File: config.mk
export PLATFORM = sky130hd
export DESIGN_NAME = pipelined_wallace_multiplier
export DESIGN_NICKNAME = d
export VERILOG_FILES = /design/src/rtl/mul_pkg.sv /design/src/rtl/fa.sv /design/src/rtl/ha.sv /design/src/rtl/wallace_csa_tree.sv /design/src/rtl/pipelined_wallace_multiplier.sv
export SDC_FILE = /design/constraint.sdc
export NUM_CORES = 1
export LEC_CHECK = 0
export BUFFER_PORTS_ARGS = -buffer_cell sky130_fd_sc_hd__buf_2
export CAP_MARGIN = 20
export CELL_PAD_IN_SITES_DETAIL_PLACEMENT = 0
export CELL_PAD_IN_SITES_GLOBAL_PLACEMENT = 1
export CORE_ASPECT_RATIO = 0.75
export CORE_MARGIN = 2
export CORE_UTILIZATION = 50
export DETAILED_ROUTE_END_ITERATION = 10
export PLACE_DENSITY_LB_ADDON = 0.1
export SLEW_MARGIN = 20
export SYNTH_ARGS = -nofsm -noshare
export SYNTH_HDL_FRONTEND = slang
export SYNTH_SLANG_ARGS = --single-unit
File: constraint.sdc
create_clock -name clk -period 3.7 [get_ports clk]
set_input_delay 0.74 -clock clk [delete_from_list [all_inputs] [get_ports clk]]
set_output_delay 0.74 -clock clk [all_outputs]
set_load 0.05 [all_outputs]
File: src/rtl/mul_pkg.sv
// ---------------------------------------------------------------------------
// mul_pkg
// Shared constants and elaboration-time helpers for the pipelined Wallace
// multiplier:
//   WIDTH_MIN / WIDTH_MAX : legal operand width range
//   TAG_W_DEFAULT         : default sideband tag width
//   bw_correction()       : Baugh-Wooley correction constant for a w-bit
//                           signed multiply, over 2*w bits
//   wallace_*()           : row-count bookkeeping for the CSA tree levels
// ---------------------------------------------------------------------------
package mul_pkg;

   localparam int WIDTH_MIN     = 4;
   localparam int WIDTH_MAX     = 32;
   localparam int TAG_W_DEFAULT = 4;

   // Inverting the sign-row and sign-column partial products leaves a
   // constant offset of -(2^(2w-1)) + 2^w. Modulo 2^(2w), this equals
   // 2^(2w-1) + 2^w.
   function automatic logic [2*WIDTH_MAX-1:0] bw_correction(input int w);
      logic [2*WIDTH_MAX-1:0] c;
      c           = '0;
      c[w]        = 1'b1;
      c[2*w-1]    = 1'b1;
      return c;
   endfunction

   // One Wallace level: every group of three rows becomes two rows,
   // and a leftover pair or single row passes through as two or one rows.
   function automatic int wallace_next_rows(input int n);
      return 2 * (n / 3) + (n % 3);
   endfunction

   function automatic int wallace_rows_at(input int n, input int lvl);
      int r;
      r = n;
      for (int k = 0; k < lvl; k++) r = wallace_next_rows(r);
      return r;
   endfunction

   function automatic int wallace_levels(input int n);
      int r;
      int l;
      r = n;
      l = 0;
      while (r > 2) begin
         r = wallace_next_rows(r);
         l++;
      end
      return l;
   endfunction

endpackage

File: src/rtl/fa.sv
// ---------------------------------------------------------------------------
// fa : one-bit full adder (3:2 counter)
//   i_a, i_b, i_c : addend bits
//   o_s           : sum bit
//   o_c           : carry bit (weight 2)
// ---------------------------------------------------------------------------
module fa (
   input  logic i_a,
   input  logic i_b,
   input  logic i_c,
   output logic o_s,
   output logic o_c
);
   assign o_s = i_a ^ i_b ^ i_c;
   assign o_c = (i_a & i_b) | (i_a & i_c) | (i_b & i_c);
endmodule

File: src/rtl/ha.sv
// ---------------------------------------------------------------------------
// ha : one-bit half adder (2:2 counter)
//   i_a, i_b : addend bits
//   o_s      : sum bit
//   o_c      : carry bit (weight 2)
// ---------------------------------------------------------------------------
module ha (
   input  logic i_a,
   input  logic i_b,
   output logic o_s,
   output logic o_c
);
   assign o_s = i_a ^ i_b;
   assign o_c = i_a & i_b;
endmodule

File: src/rtl/wallace_csa_tree.sv
// ---------------------------------------------------------------------------
// wallace_csa_tree
// Combinational Wallace reduction of WIDTH partial-product rows (each
// 2*WIDTH bits, already shifted into place) down to a sum/carry pair.
//   i_rows  : WIDTH partial-product rows
//   o_sum   : carry-save sum row
//   o_carry : carry-save carry row (already shifted to its weight)
// o_sum + o_carry equals the sum of all rows modulo 2^(2*WIDTH).
// ---------------------------------------------------------------------------
module wallace_csa_tree
   import mul_pkg::*;
#(
   parameter int WIDTH = 8
) (
   input  logic [2*WIDTH-1:0] i_rows [WIDTH],
   output logic [2*WIDTH-1:0] o_sum,
   output logic [2*WIDTH-1:0] o_carry
);

   localparam int PW     = 2 * WIDTH;
   localparam int LEVELS = wallace_levels(WIDTH);

   // w_lvl[l] holds the rows entering level l; slots beyond the live row
   // count of a level are tied to zero.
   logic [PW-1:0] w_lvl [LEVELS+1][WIDTH];

   for (genvar k = 0; k < WIDTH; k++) begin : g_in
      assign w_lvl[0][k] = i_rows[k];
   end

   for (genvar l = 0; l < LEVELS; l++) begin : g_lvl
      localparam int N  = wallace_rows_at(WIDTH, l);
      localparam int G  = N / 3;
      localparam int NN = wallace_next_rows(N);

      for (genvar g = 0; g < G; g++) begin : g_fa
         logic [PW-1:0] w_s;
         logic [PW-2:0] w_c;
         for (genvar b = 0; b < PW - 1; b++) begin : g_bit
            fa u_fa (
               .i_a (w_lvl[l][3*g][b]),
               .i_b (w_lvl[l][3*g+1][b]),
               .i_c (w_lvl[l][3*g+2][b]),
               .o_s (w_s[b]),
               .o_c (w_c[b])
            );
         end
         // Top column: its carry would land beyond the 2*WIDTH-bit product.
         assign w_s[PW-1] = w_lvl[l][3*g][PW-1] ^ w_lvl[l][3*g+1][PW-1]
                          ^ w_lvl[l][3*g+2][PW-1];
         assign w_lvl[l+1][2*g]   = w_s;
         assign w_lvl[l+1][2*g+1] = {w_c, 1'b0};
      end

      if (N % 3 == 2) begin : g_ha
         logic [PW-1:0] w_s;
         logic [PW-2:0] w_c;
         for (genvar b = 0; b < PW - 1; b++) begin : g_bit
            ha u_ha (
               .i_a (w_lvl[l][3*G][b]),
               .i_b (w_lvl[l][3*G+1][b]),
               .o_s (w_s[b]),
               .o_c (w_c[b])
            );
         end
         assign w_s[PW-1] = w_lvl[l][3*G][PW-1] ^ w_lvl[l][3*G+1][PW-1];
         assign w_lvl[l+1][2*G]   = w_s;
         assign w_lvl[l+1][2*G+1] = {w_c, 1'b0};
      end else if (N % 3 == 1) begin : g_pass
         assign w_lvl[l+1][2*G] = w_lvl[l][3*G];
      end

      for (genvar k = NN; k < WIDTH; k++) begin : g_zero
         assign w_lvl[l+1][k] = '0;
      end
   end

   assign o_sum   = w_lvl[LEVELS][0];
   assign o_carry = w_lvl[LEVELS][1];

endmodule

File: src/rtl/pipelined_wallace_multiplier.sv
// ---------------------------------------------------------------------------
// pipelined_wallace_multiplier
// Three-stage signed/unsigned multiplier with valid/ready handshakes.
//   S1: Baugh-Wooley / AND partial-product matrix
//   S2: Wallace-reduced carry-save pair
//   S3: final carry-propagate sum (output register)
// Ports:
//   clk, rst              : clock, asynchronous active-high reset
//   in_valid / in_ready   : operand handshake
//   in_a, in_b            : WIDTH-bit operands
//   in_signed             : 1 = two's complement, 0 = unsigned (per operation)
//   in_tag                : opaque tag returned with the result
//   out_valid / out_ready : result handshake
//   out_product           : 2*WIDTH-bit product
//   out_tag               : tag of the operation producing out_product
// ---------------------------------------------------------------------------
module pipelined_wallace_multiplier
   import mul_pkg::*;
#(
   parameter int WIDTH = 8,
   parameter int TAG_W = TAG_W_DEFAULT
) (
   input  logic                 clk,
   input  logic                 rst,
   input  logic                 in_valid,
   output logic                 in_ready,
   input  logic [WIDTH-1:0]     in_a,
   input  logic [WIDTH-1:0]     in_b,
   input  logic                 in_signed,
   input  logic [TAG_W-1:0]     in_tag,
   output logic                 out_valid,
   input  logic                 out_ready,
   output logic [2*WIDTH-1:0]   out_product,
   output logic [TAG_W-1:0]     out_tag
);

   localparam int PW = 2 * WIDTH;
   localparam logic [2*WIDTH_MAX-1:0] BW_CORR_FULL = bw_correction(WIDTH);
   localparam logic [PW-1:0] BW_CORR  = BW_CORR_FULL[PW-1:0];
   localparam logic [PW-1:0] TOP_BIT  = {1'b1, {(PW-1){1'b0}}};
   // Correction bits are folded into holes of existing rows rather than
   // adding a row: bit WIDTH is free in row 0, bit 2*WIDTH-1 in the last row.
   localparam logic [PW-1:0] CORR_LO  = BW_CORR & ~TOP_BIT;
   localparam logic [PW-1:0] CORR_HI  = BW_CORR & TOP_BIT;

   logic              r_vld_p1, r_vld_p2, r_vld_p3;
   logic [PW-1:0]     r_rows_p1 [WIDTH];
   logic [TAG_W-1:0]  r_tag_p1, r_tag_p2, r_tag_p3;
   logic [PW-1:0]     r_sum_p2, r_cry_p2, r_prod_p3;

   logic              w_adv1, w_adv2, w_adv3;
   logic [PW-1:0]     w_pp [WIDTH];
   logic [PW-1:0]     w_sum, w_cry;

   // A stage advances when it is empty or its successor advances.
   assign w_adv3   = ~r_vld_p3 | out_ready;
   assign w_adv2   = ~r_vld_p2 | w_adv3;
   assign w_adv1   = ~r_vld_p1 | w_adv2;
   assign in_ready = w_adv1;

   // ---- S1 input: partial-product matrix ----
   // Signed mode inverts the terms where exactly one factor is a sign bit.
   always_comb begin
      for (int i = 0; i < WIDTH; i++) begin
         w_pp[i] = '0;
         for (int j = 0; j < WIDTH; j++) begin
            w_pp[i][i+j] = (in_a[j] & in_b[i])
                         ^ (in_signed & ((i == WIDTH-1) != (j == WIDTH-1)));
         end
      end
      if (in_signed) begin
         w_pp[0]       = w_pp[0] | CORR_LO;
         w_pp[WIDTH-1] = w_pp[WIDTH-1] | CORR_HI;
      end
   end

   // ---- S2 input: Wallace reduction to carry-save form ----
   wallace_csa_tree #(
      .WIDTH (WIDTH)
   ) u_tree (
      .i_rows  (r_rows_p1),
      .o_sum   (w_sum),
      .o_carry (w_cry)
   );

   // ---- control and output registers ----
   always_ff @(posedge clk or posedge rst) begin
      if (rst) begin
         r_vld_p1  <= 1'b0;
         r_vld_p2  <= 1'b0;
         r_vld_p3  <= 1'b0;
         r_prod_p3 <= '0;
         r_tag_p3  <= '0;
      end else begin
         if (w_adv1) r_vld_p1 <= in_valid;
         if (w_adv2) r_vld_p2 <= r_vld_p1;
         if (w_adv3) begin
            r_vld_p3 <= r_vld_p2;
            // ---- S3: carry-propagate sum ----
            if (r_vld_p2) begin
               r_prod_p3 <= r_sum_p2 + r_cry_p2;
               r_tag_p3  <= r_tag_p2;
            end
         end
      end
   end

   // ---- S1 / S2 datapath registers ----
   always_ff @(posedge clk) begin
      if (w_adv1 && in_valid) begin
         r_rows_p1 <= w_pp;
         r_tag_p1  <= in_tag;
      end
      if (w_adv2 && r_vld_p1) begin
         r_sum_p2 <= w_sum;
         r_cry_p2 <= w_cry;
         r_tag_p2 <= r_tag_p1;
      end
   end

   assign out_valid   = r_vld_p3;
   assign out_product = r_prod_p3;
   assign out_tag     = r_tag_p3;

endmodule

==> impl_metrics.tcl <==
set metrics [dict create \
    power.leakage_uw 0.003125 \
    ff2ff_path_depth 6 \
    drt_iter0_drc 222 \
    finalClockSkew_ns 0.009310 \
    post_cts_resize_count 0 \
    power.net_switching_uw 1636 \
    ys_seq_elements 123 \
    synth.largest_area_cell "sky130_fd_sc_hd__edfxtp_1" \
    first_global_vias 3448 \
    crit-reg2reg-capture "r_sum_p2[8]" \
    floorplan.io_pins 47 \
    grt_pass1_wl_um 17310 \
    cts-hold-fix-buffers 0 \
    combinational_power_share_pct 29.1 \
    drc 0 \
    ys_seq_area_share_pct 58.20 \
    sink_count_of_the_clock_tree 123 \
    power_switching_share_pct 32.16 \
    place_congestion 0.7752 \
    syn_area_per_cell_um2 13.37 \
    async_reset_ff_share_pct 18.70 \
    placed_cells_incl_taps 665 \
    dr_total_vias 3285 \
    origin_of_the_worst_min_delay_path "r_tag_p1[2]" \
    h-tree-depth 4 \
    maximum_fanout_encountered_on_the_critical_timing_path 2 \
    yosys.cell_types.count 34 \
    worstSetupEndpointType "register" \
    finalWirelength_um 10250 \
    powerDensity_nw_per_um2 709.4 \
    clkTransAtPathRegs_ns 0.06 \
    num_antenna_cells 0 \
    dpl.hpwl_um 7141 \
    port-buffer-count 46 \
    nNetsFinal 615 \
    total_negative_setup_slacks_ns 0 \
    core_region_area_um2 12130 \
    slew-limit-headroom_pct 33.13 \
    grt.met2_usage_pct 25.64 \
    detail_route.first_pass.iterations 4 \
    worstHoldEndpoint "r_tag_p2[2]" \
    die-area_um2 13210 \
    layout_cells_sized_above_1_pct 15.44 \
    grt_setup_unrepaired "no" \
    p_int_uw 3452 \
    postPlaceCellArea_um2 6565 \
    vdd.ir_drop.worst_v 0.0003399 \
    synth-edff-count 100 \
    grt_use_total_pct 17.32 \
    netlist_area_um2 6148 \
    instances_no_fill 697 \
    drv_cap 0 \
    global_route.overflow_total 0 \
    count_of_final_hold_check_violations 0 \
    achievable_freq_mhz 353.3 \
    finalMaxSlewViolations 0 \
    chipWidth_um 132.0 \
    synthesized_instance_count 460 \
    antenna_left 0 \
    nFillCells 1021 \
    met1_usage_in_global_routing_pct 24.78 \
    worst_setup_path_category "register to register" \
    clock-root-buffer "sky130_fd_sc_hd__clkbuf_16" \
    worst_r2r_startpoint "r_rows_p1[120]" \
    power.share.clock_pct 33.2 \
    postCtsSetupRepairBufs 0 \
    globalRouteMet3Util_pct 5.051 \
    wire_per_inst_um 14.70 \
    pin_count_of_the_biggest_net_entering_global_routing 70 \
    postSynth.topFlopCell "sky130_fd_sc_hd__edfxtp_1" \
    required_ns 3.84 \
    final.period_utilization_pct 76.49 \
    hold_path.class "register to register" \
    critPathArrivalTime_ns 2.97 \
    synth.area.top_cells "sky130_fd_sc_hd__edfxtp_1 (49%), sky130_fd_sc_hd__fa_1 (13%), sky130_fd_sc_hd__dfrtp_1 (9.4%)" \
    sequentialPowerShare_pct 37.8 \
    initial_utilization_pct 50.69 \
    finalCriticalPeriod_ns 2.830 \
    grt_most_used_layer "met2" \
    worst-r2r-setup-slack_ns 0.87 \
    run_status "completed" \
    placementRows 35 \
    detail_route.vias_per_cell 4.713 \
    ctsLongestPathBuffers 2 \
    start_kind "register" \
    fin_area_um2 7173 \
    netlist.area_leader.share_pct 48.84 \
    syn-num-nets 557 \
    cts_inserted_buffers 17 \
    die_height_um 100.0 \
    worstMarginPinSlew_ns 1.001 \
    clkLatencyLatePin_ns 0.41 \
    hold_path_depth 0 \
    setup_viol 0 \
    ys_warn_count 0 \
    cts_tree "yes" \
    layout-area-overhead-vs-synth_pct 16.67 \
    antenna_found_initial 0 \
]
-- metal layers --
layer / vias to the layer above / part of all wire (%)
met4: 0 / 1.2
met2: 66 / 43
li1: 1629 / -
met3: 10 / 4.2
met1: 1580 / 51
met5: - / 0
-- cell usage in the layout, fill, tap and decap left out, drive strengths merged, types with 3 or more instances in the layout --
master,count
xor2,5
ha,33
nor3,4
bufinv,4
buf,48
nand3,3
inv,70
o211ai,5
and2,53
nand2,58
o21ai,7
nor2,3
clkinv,7
edfxtp,100
dfrtp,23
clkbuf,19
fa,39
xnor2,15
nand2b,7
a21oi,10
-- kinds of logic (layout without fill, tap and decap cells) --
| kind of cell | Yosys count | count (layout) | share of synthesized area [%] |
|---|---|---|---|
| buf+inv | 79 | 150 | 4.884 |
| xor+xnor | 20 | 20 | 2.849 |
| flops | 123 | 123 | 58.20 |
| simple gates | 136 | 136 | 11.48 |
| fa+ha+maj | 72 | 72 | 19.41 |
| compound gates | 30 | 30 | 3.174 |
-- final cells by class --
type	count	area (um2)	share of cell area, %
clock buffer	19	432.9	6.035
clock inverter	13	175.2	2.442
inverter	70	262.8	3.663
multi-input combinational	258	2271	31.66
sequential	123	3578	49.89
tap	166	207.7	2.896
timing repair buffer	48	245.2	3.419
-- power groups by stage --
stage                     sequential, uW  combinational (uW)  clock, uW
after floorplan                     2230                 839          0
after global placement              1940                1460          0
after detailed placement            1950                1490          0
after CTS                           1930                1500       1720
after global routing                1950                1690       1790
final                               1920                1480       1690
-- worst max-delay path, stage by stage (launching register included) --
cell,delay [ns]
sky130_fd_sc_hd__edfxtp_1,0.42
sky130_fd_sc_hd__fa_1,0.53
sky130_fd_sc_hd__fa_1,0.54
sky130_fd_sc_hd__inv_1,0.05
sky130_fd_sc_hd__fa_1,0.52
sky130_fd_sc_hd__inv_1,0.05
sky130_fd_sc_hd__fa_1,0.45
-- Yosys cell counts, types with 3 or more instances --
cell type                  count
sky130_fd_sc_hd__o21ai_0       7
sky130_fd_sc_hd__o211ai_1      4
sky130_fd_sc_hd__ha_1         33
sky130_fd_sc_hd__xor2_1        5
sky130_fd_sc_hd__nor2_1        3
sky130_fd_sc_hd__clkbuf_1      5
sky130_fd_sc_hd__and2_1       52
sky130_fd_sc_hd__buf_2         3
sky130_fd_sc_hd__fa_1         39
sky130_fd_sc_hd__nand2_1      58
sky130_fd_sc_hd__nor3_1        4
sky130_fd_sc_hd__edfxtp_1    100
sky130_fd_sc_hd__xnor2_1      15
sky130_fd_sc_hd__nand3_1       3
sky130_fd_sc_hd__a21oi_1      10
sky130_fd_sc_hd__dfrtp_1      23
sky130_fd_sc_hd__nand2b_1      6
sky130_fd_sc_hd__inv_1        70
-- metrics by stage --
step | utilization (%) | power (uW) | hold slack, ns | setup slack [ns]
after global routing | 59.13 | 5426 | 0.4216 | 0.7697
final | 59.13 | 5089 | 0.4188 | 0.8699
after CTS | 59.13 | 5148 | 0.4190 | 0.8513
after detailed placement | 54.12 | 3436 | 0.4054 | 0.8578
after floorplan | - | 3070 | 0.4003 | 0.3343
after global placement | 54.12 | 3405 | 0.4008 | 0.8712
-- state kept, by name (all words and copies together), names as in the netlist --
name         flops
r_tag_p2         4
r_cry_p2        11
out_product     16
r_rows_p1       65
out_tag          4
r_tag_p1         4
out_valid        1
r_vld_p1         1
r_vld_p2         1
r_sum_p2        16
-- how the worst max path moves through the flow --
stage / startpoint / to / cells after the start
2_1_floorplan: out_valid / r_rows_p1[100] / 3
3_3_place_gp: r_rows_p1[120] / r_sum_p2[8] / 6
3_5_place_dp: r_rows_p1[120] / r_sum_p2[8] / 6
4_1_cts: r_rows_p1[120] / r_sum_p2[8] / 6
5_1_grt: r_rows_p1[73] / r_sum_p2[9] / 8
6_report: r_rows_p1[120] / r_sum_p2[8] / 6
(Power assumes the default switching activity.)
